==> src/rtl/refill_pkg.sv <==
// Shared types and sizes for the cache refill backing store.
package refill_pkg;

  typedef enum logic [1:0] {
    ST_IDLE = 2'b00,
    ST_WAIT = 2'b01,
    ST_RESP = 2'b11
  } state_t;

  localparam int LINE_W         = 128;
  localparam int WORD_W         = 32;
  localparam int ADDR_W         = 6;
  localparam int WORDS_PER_LINE = 4;
  localparam int LINE_IDX_W     = ADDR_W - 2;
  localparam int CNT_W          = 4;

  // Reset image: each word holds its own address.
  function automatic logic [WORD_W-1:0] preload_word(
    input logic [ADDR_W-1:0] a
  );
    return {{(WORD_W-ADDR_W){1'b0}}, a};
  endfunction

endpackage

==> src/rtl/line_mem_array.sv <==
// Word-write / line-read storage array with reset preload.
module line_mem_array
  import refill_pkg::*;
#(
  parameter int DEPTH = 64
) (
  input  logic                  clk,
  input  logic                  rst_n,
  input  logic                  i_wr_en,
  input  logic [ADDR_W-1:0]     i_waddr,
  input  logic [WORD_W-1:0]     i_wdata,
  input  logic [LINE_IDX_W-1:0] i_line,
  output logic [LINE_W-1:0]     o_line
);

  logic [WORD_W-1:0] r_mem [DEPTH];

  always_ff @(posedge clk) begin
    if (!rst_n) begin
      for (int i = 0; i < DEPTH; i++) begin
        r_mem[i] <= preload_word(ADDR_W'(i));
      end
    end else if (i_wr_en) begin
      r_mem[i_waddr] <= i_wdata;
    end
  end

  // Word 0 of the line sits in the most significant slot.
  always_comb begin
    o_line = {
      r_mem[{i_line, 2'b00}],
      r_mem[{i_line, 2'b01}],
      r_mem[{i_line, 2'b10}],
      r_mem[{i_line, 2'b11}]
    };
  end

endmodule

==> src/rtl/refill_memory.sv <==
// Fixed-latency line responder for the cache refill path.
// Optional last-line buffer: define LAST_LINE_BUF_EN.
module refill_memory
  import refill_pkg::*;
#(
  parameter int LATENCY   = 4,
  parameter int MEM_WORDS = 64
) (
  input  logic              clk,
  input  logic              rst_n,
  input  logic              req,
  input  logic [ADDR_W-1:0] raddr,
  input  logic              wr_en,
  input  logic [ADDR_W-1:0] waddr,
  input  logic [WORD_W-1:0] wdata,
  output logic [LINE_W-1:0] rdata,
  output logic              rvalid,
  output logic              busy
);

  localparam logic [CNT_W-1:0] CNT_INIT = CNT_W'(LATENCY - 1);
  localparam bit               LAT_ONE  = (LATENCY == 1);

  state_t                r_state;
  logic [CNT_W-1:0]      r_cnt;
  logic [LINE_IDX_W-1:0] r_line;
  logic [LINE_W-1:0]     r_rdata;
  logic                  r_rvalid;
  logic                  r_busy;

  logic [LINE_IDX_W-1:0] w_rd_line;
  logic [LINE_W-1:0]     w_mem_line;
  logic                  w_accept;
  logic                  w_hit;
  logic [LINE_W-1:0]     w_buf_data;
  logic                  w_load;
  logic                  w_unused_ok;

  assign w_unused_ok = ^raddr[1:0];

  // In IDLE the array is addressed straight from the request.
  assign w_rd_line = (r_state == ST_IDLE) ? raddr[5:2] : r_line;
  assign w_accept  = (r_state == ST_IDLE) && req;

  assign w_load = (r_state == ST_WAIT && r_cnt == CNT_W'(1))
               || (w_accept && !w_hit && LAT_ONE);

  line_mem_array #(
    .DEPTH (MEM_WORDS)
  ) u_mem (
    .clk     (clk),
    .rst_n   (rst_n),
    .i_wr_en (wr_en),
    .i_waddr (waddr),
    .i_wdata (wdata),
    .i_line  (w_rd_line),
    .o_line  (w_mem_line)
  );

`ifdef LAST_LINE_BUF_EN
  logic                  r_buf_vld;
  logic [LINE_IDX_W-1:0] r_buf_idx;
  logic [LINE_W-1:0]     r_buf_data;
  logic [LINE_IDX_W-1:0] w_buf_idx_nxt;

  assign w_buf_idx_nxt = w_load ? w_rd_line : r_buf_idx;
  assign w_hit         = r_buf_vld && (raddr[5:2] == r_buf_idx);
  assign w_buf_data    = r_buf_data;

  // A write landing on the buffered line always wins over a refill.
  always_ff @(posedge clk) begin
    if (!rst_n) begin
      r_buf_vld  <= 1'b0;
      r_buf_idx  <= '0;
      r_buf_data <= '0;
    end else begin
      if (w_load) begin
        r_buf_vld  <= 1'b1;
        r_buf_idx  <= w_rd_line;
        r_buf_data <= w_mem_line;
      end
      if (wr_en && waddr[5:2] == w_buf_idx_nxt) begin
        r_buf_vld <= 1'b0;
      end
    end
  end
`else
  assign w_hit      = 1'b0;
  assign w_buf_data = '0;
`endif

  always_ff @(posedge clk) begin
    if (!rst_n) begin
      r_state  <= ST_IDLE;
      r_cnt    <= '0;
      r_line   <= '0;
      r_rdata  <= '0;
      r_rvalid <= 1'b0;
      r_busy   <= 1'b0;
    end else begin
      case (r_state)
        ST_IDLE: begin
          if (req) begin
            r_line <= raddr[5:2];
            r_cnt  <= CNT_INIT;
            r_busy <= 1'b1;
            if (w_hit) begin
              r_state  <= ST_RESP;
              r_rvalid <= 1'b1;
              r_rdata  <= w_buf_data;
            end else if (LAT_ONE) begin
              r_state  <= ST_RESP;
              r_rvalid <= 1'b1;
              r_rdata  <= w_mem_line;
            end else begin
              r_state <= ST_WAIT;
            end
          end
        end
        ST_WAIT: begin
          if (r_cnt == CNT_W'(1)) begin
            r_state  <= ST_RESP;
            r_rvalid <= 1'b1;
            r_rdata  <= w_mem_line;
          end else begin
            r_cnt <= r_cnt - CNT_W'(1);
          end
        end
        ST_RESP: begin
          r_state  <= ST_IDLE;
          r_rvalid <= 1'b0;
          r_busy   <= 1'b0;
        end
        default: begin
          r_state <= ST_IDLE;
        end
      endcase
    end
  end

  assign rdata  = r_rdata;
  assign rvalid = r_rvalid;
  assign busy   = r_busy;

endmodule
==> config.mk <==
export PLATFORM = sky130hd
export DESIGN_NAME = refill_memory
export DESIGN_NICKNAME = d
export VERILOG_FILES = /design/src/rtl/refill_pkg.sv /design/src/rtl/line_mem_array.sv /design/src/rtl/refill_memory.sv
export SDC_FILE = /design/constraint.sdc
export NUM_CORES = 2
export LEC_CHECK = 0
export ABC_CLOCK_PERIOD_IN_PS = 11300
export BUFFER_PORTS_ARGS = -buffer_cell sky130_fd_sc_hd__clkbuf_2
export CORE_MARGIN = 5
export CORE_UTILIZATION = 37
export DETAILED_ROUTE_END_ITERATION = 8
export HOLD_SLACK_MARGIN = 0.1
export PLACE_DENSITY = 0.51
export SYNTH_ARGS = -nofsm -noshare
export SYNTH_HDL_FRONTEND = slang
export SYNTH_SLANG_ARGS = --single-unit
==> constraint.sdc <==
create_clock -name clk -period 11.3 [get_ports clk]
set_clock_uncertainty 0.1 [all_clocks]
set_input_delay 0.565 -clock clk [delete_from_list [all_inputs] [get_ports clk]]
set_output_delay 0.565 -clock clk [all_outputs]
set_load 0.02 [all_outputs]
==> run summary <==
## Clocking
- **source-to-sink clock delay at the later pin of the worst-skew pair** 930 ps
- **number of levels in the clock H-tree** 4
- **maximum buffer depth of the clock tree** 4
- **CTS tree** done
- **clock edge transition at the registers on the reported setup and hold paths** 60 ps
- **CTS Buf Count** 241
- **master cell of the clock root buffer** clkbuf_16
- **total number of clock tree sinks** 2188
- **number of instances resized during post-cts repair** 0

## Drt
- **routed length on met2** 158600 um
- **Initial DRC Count** 6966
- **antenna-violating nets left** 0
- **count of unresolved DRC violations after routing** 0
- **M1 wire length** 150400 um
- **count of TritonRoute iterations in the first routing pass** 5
- **DR WL met3** 23540 um
- **average routed wire per standard cell** 30.27 um
- **uppermost metal layer occupied by signal nets** met4
- **per-cell via count in the routed design** 5.826
- **vias after detailed routing** 66.10k
- **sum of routed wire length over all layers** 343400 um

## Global routing
- **global-route wire length before repair** 488300 um
- **largest net degree at the start of global routing** 217
- **combined global-route utilization of all metal layers** 0.2370
- **total grt overflow** 0
- **via count of the first global-routing pass** 65.44k
- **antenna violations before repair** 33

## STA
- **min cycle time layout** 6404 ps
- **post-route setup TNS** 0 ps
- **count of final setup violators** 0
- **Pins Over Slew Limit** 0
- **pin slew with the least headroom to its limit** 1247 ps
- **worst-case headroom to the max-slew limit** 0.1677
- **period utilisation layout** 0.5667
- **FMAX** 156.2 MHz
- **setup repair after global routing missed its margin** false
- **hold slack final** 216.1 ps
- **number of failing hold endpoints at the final stage** 0

## Min path
- **path type of the worst min-delay path** primary input to flip-flop
- **WHS Path Cells** 3

## Synth
- **top cell type's share of synthesized area** 0.6146
- **netlist area before placement** 100100 um2
- **total of flip-flops plus latches after synthesis** 2188
- **average cell area after synthesis** 12.71 um2
- **Most used DFF post-synth** edfxtp_1
- **number of enable-type register cells in the synthesized netlist** 2048
- **synthesized instance count** 7871
- **async set-reset flop share out of synthesis** 0
- **Synth area leader** edfxtp_1
- **number of distinct library cells after synthesis** 39
- **top cells by area, synth** edfxtp_1 (61%), and2_1 (12%), a211oi_1 (7.7%)
- **number of warnings printed during yosys synthesis** 0
- **share of the yosys chip area belonging to registers** 0.6426
- **Mapped Nets** 7921

## Layout
- **number of nets at the end of the flow** 7610
- **most used cells in the layout excluding fill and tap cells** edfxtp_1 (2048), and2_1 (1857), and3_1 (1026), a211oi_1 (1026), o41ai_1 (256)
- **relative area change from synthesis to final layout** 12.10%
- **proportion of layout cells with a drive suffix above 1** 0.1156
- **post-route cell area** 112200 um2
- **filler cell count** 24.79k
- **register area** 64300 um2
- **count of placed standard cells in the final layout, fillers left out** 11.35k
- **area of combinational cells with multiple inputs** 32840 um2
- **most common cell after layout, fill and taps aside** edfxtp_1

## Critical path
- **CP Launch Type** flip-flop
- **crit-path max FO** 183
- **R2R Path Start** r_state[1]
- **capture point of the worst reg-to-reg path** rdata[54]
- **number of cell instances on the worst register-to-register path** 9
- **worst setup path category** flip-flop to flip-flop
- **worst-case register-to-register setup slack** 4900 ps
- **data arrival time at the worst-slack endpoint** 7130 ps
- **Worst Setup End Kind** flip-flop
- **worst setup path startpoint** r_state[1]
- **CP Data Required Time** 12030 ps
- **worst setup path endpoint** rdata[54]

## Power
- **Design Power** 18.75 mW
- **power per cell area** 167.1 nW/um2
- **VDD IR max** 0.0001544 V
- **leakage** 38.89 nW

## Placement
- **total of buffers placed on input and output ports** 175
- **number of placed instances with taps included** 10.88k
- **cell area after placement** 104500 um2
- **detailed placer's ending HPWL** 171400 um
- **gp weighted congestion** 0.7448

## Die
- **floorplan die height** 530.0 um
- **initial core utilization** 0.3705
- **die area** 280900 um2
- **width of the chip** 530.0 um
- **number of placement rows** 191
- **number of placed I/O pins** 178
- **core area** 270000 um2

## Status
- **status** finished, final reports clean

## Job
- **number of maximum-capacitance violations** 0

[per-stage QoR]
step | setup WS [ps] | util
floorplan | 6758 | -
global placement | 5108 | 0.3868
detailed placement | 5083 | 0.3868
CTS | 5009 | 0.4153
global route | 4659 | 0.4153
finish | 4896 | 0.4154
[layer usage]
metal	track usage	up-vias
met3	0.03483	476
met1	0.3353	34100
met5	0	-
li1	-	29070
met2	0.3797	2458
met4	0.06895	0
[synthesized netlist by cell type (2+ instances only)]
| master | instances |
|---|---|
| a211oi_1 | 1026 |
| a21oi_1 | 5 |
| a31oi_1 | 8 |
| and2_1 | 1857 |
| and3_1 | 1026 |
| buf_1 | 52 |
| buf_2 | 203 |
| buf_4 | 18 |
| buf_6 | 4 |
| clkbuf_1 | 692 |
| dfxtp_1 | 140 |
| edfxtp_1 | 2048 |
| ha_1 | 2 |
| inv_1 | 7 |
| mux2i_1 | 3 |
| nand2_1 | 20 |
| nand2b_1 | 3 |
| nand3_1 | 5 |
| nor2_1 | 78 |
| nor2b_1 | 4 |
| nor3_1 | 4 |
| nor3b_1 | 2 |
| nor4_1 | 2 |
| nor4b_1 | 6 |
| nor4bb_1 | 2 |
| o2111a_1 | 128 |
| o21ai_0 | 64 |
| o41ai_1 | 256 |
| or3_1 | 194 |
| or3b_1 | 2 |
| xor2_1 | 2 |
[where the power goes]
group	leakage (nW)	switching (mW)	internal (mW)
clock	3.76	3.33	4.35
sequential	20.7	0.140	9.27
combinational	14.4	1.23	0.426
[worst min path at each step]
| stage | end | start |
|---|---|---|
| 6_report | u_mem.r_mem[56][3] | waddr[4] |
| 5_1_grt | u_mem.r_mem[56][3] | waddr[4] |
| 4_1_cts | u_mem.r_mem[56][3] | waddr[4] |
| 3_5_place_dp | r_line[3] | r_line[3] |
| 3_3_place_gp | r_line[3] | r_line[3] |
| 2_1_floorplan | r_line[3] | r_line[3] |
[cells by family after synthesis]
logic type               count (synthesis)  share of synthesized area
AO/OA/AOI/OAI                         1490                     0.1181
flip-flops                            2188                     0.6426
adder cells (fa/ha/maj)                  2                  0.0002500
buffers and inverters                  976                    0.04013
XOR/XNOR                                 2                  0.0001751
AND/OR/NAND/NOR                       3210                     0.1985
multiplexers                             3                  0.0003001
[flip-flops by register name (all words and copies together) (netlist names)]
signal and flops:
u_mem.r_mem 2048, rdata 128, r_cnt 4, r_line 4, r_state 2, busy 1
rvalid 1
[area by class of cell]
class,instances,share of cell area
inverters,7,0.0002342
clock inverters,111,0.007774
flip-flops and latches,2188,0.5732
clock buffers,340,0.06006
repair buffers,415,0.02594
multi-input cells,4707,0.2928
well taps,3570,0.03982
diodes,8,0.0001785
[what timing repair did]
item                       CTS  global route
hold endpoints to repair    38             0
hold buffers                 9             0
setup buffers                0             0
setup endpoints to repair    0             0
[worst max-delay path, stage by stage, from the launching register on]
cell and delay, ps:
dfxtp_1 600, o21ai_4 1010, buf_4 590, buf_4 650
buf_4 790, buf_12 610, and3_1 260, a211oi_1 50
o41ai_1 930, o2111a_1 290
(Power assumes the default switching activity.)
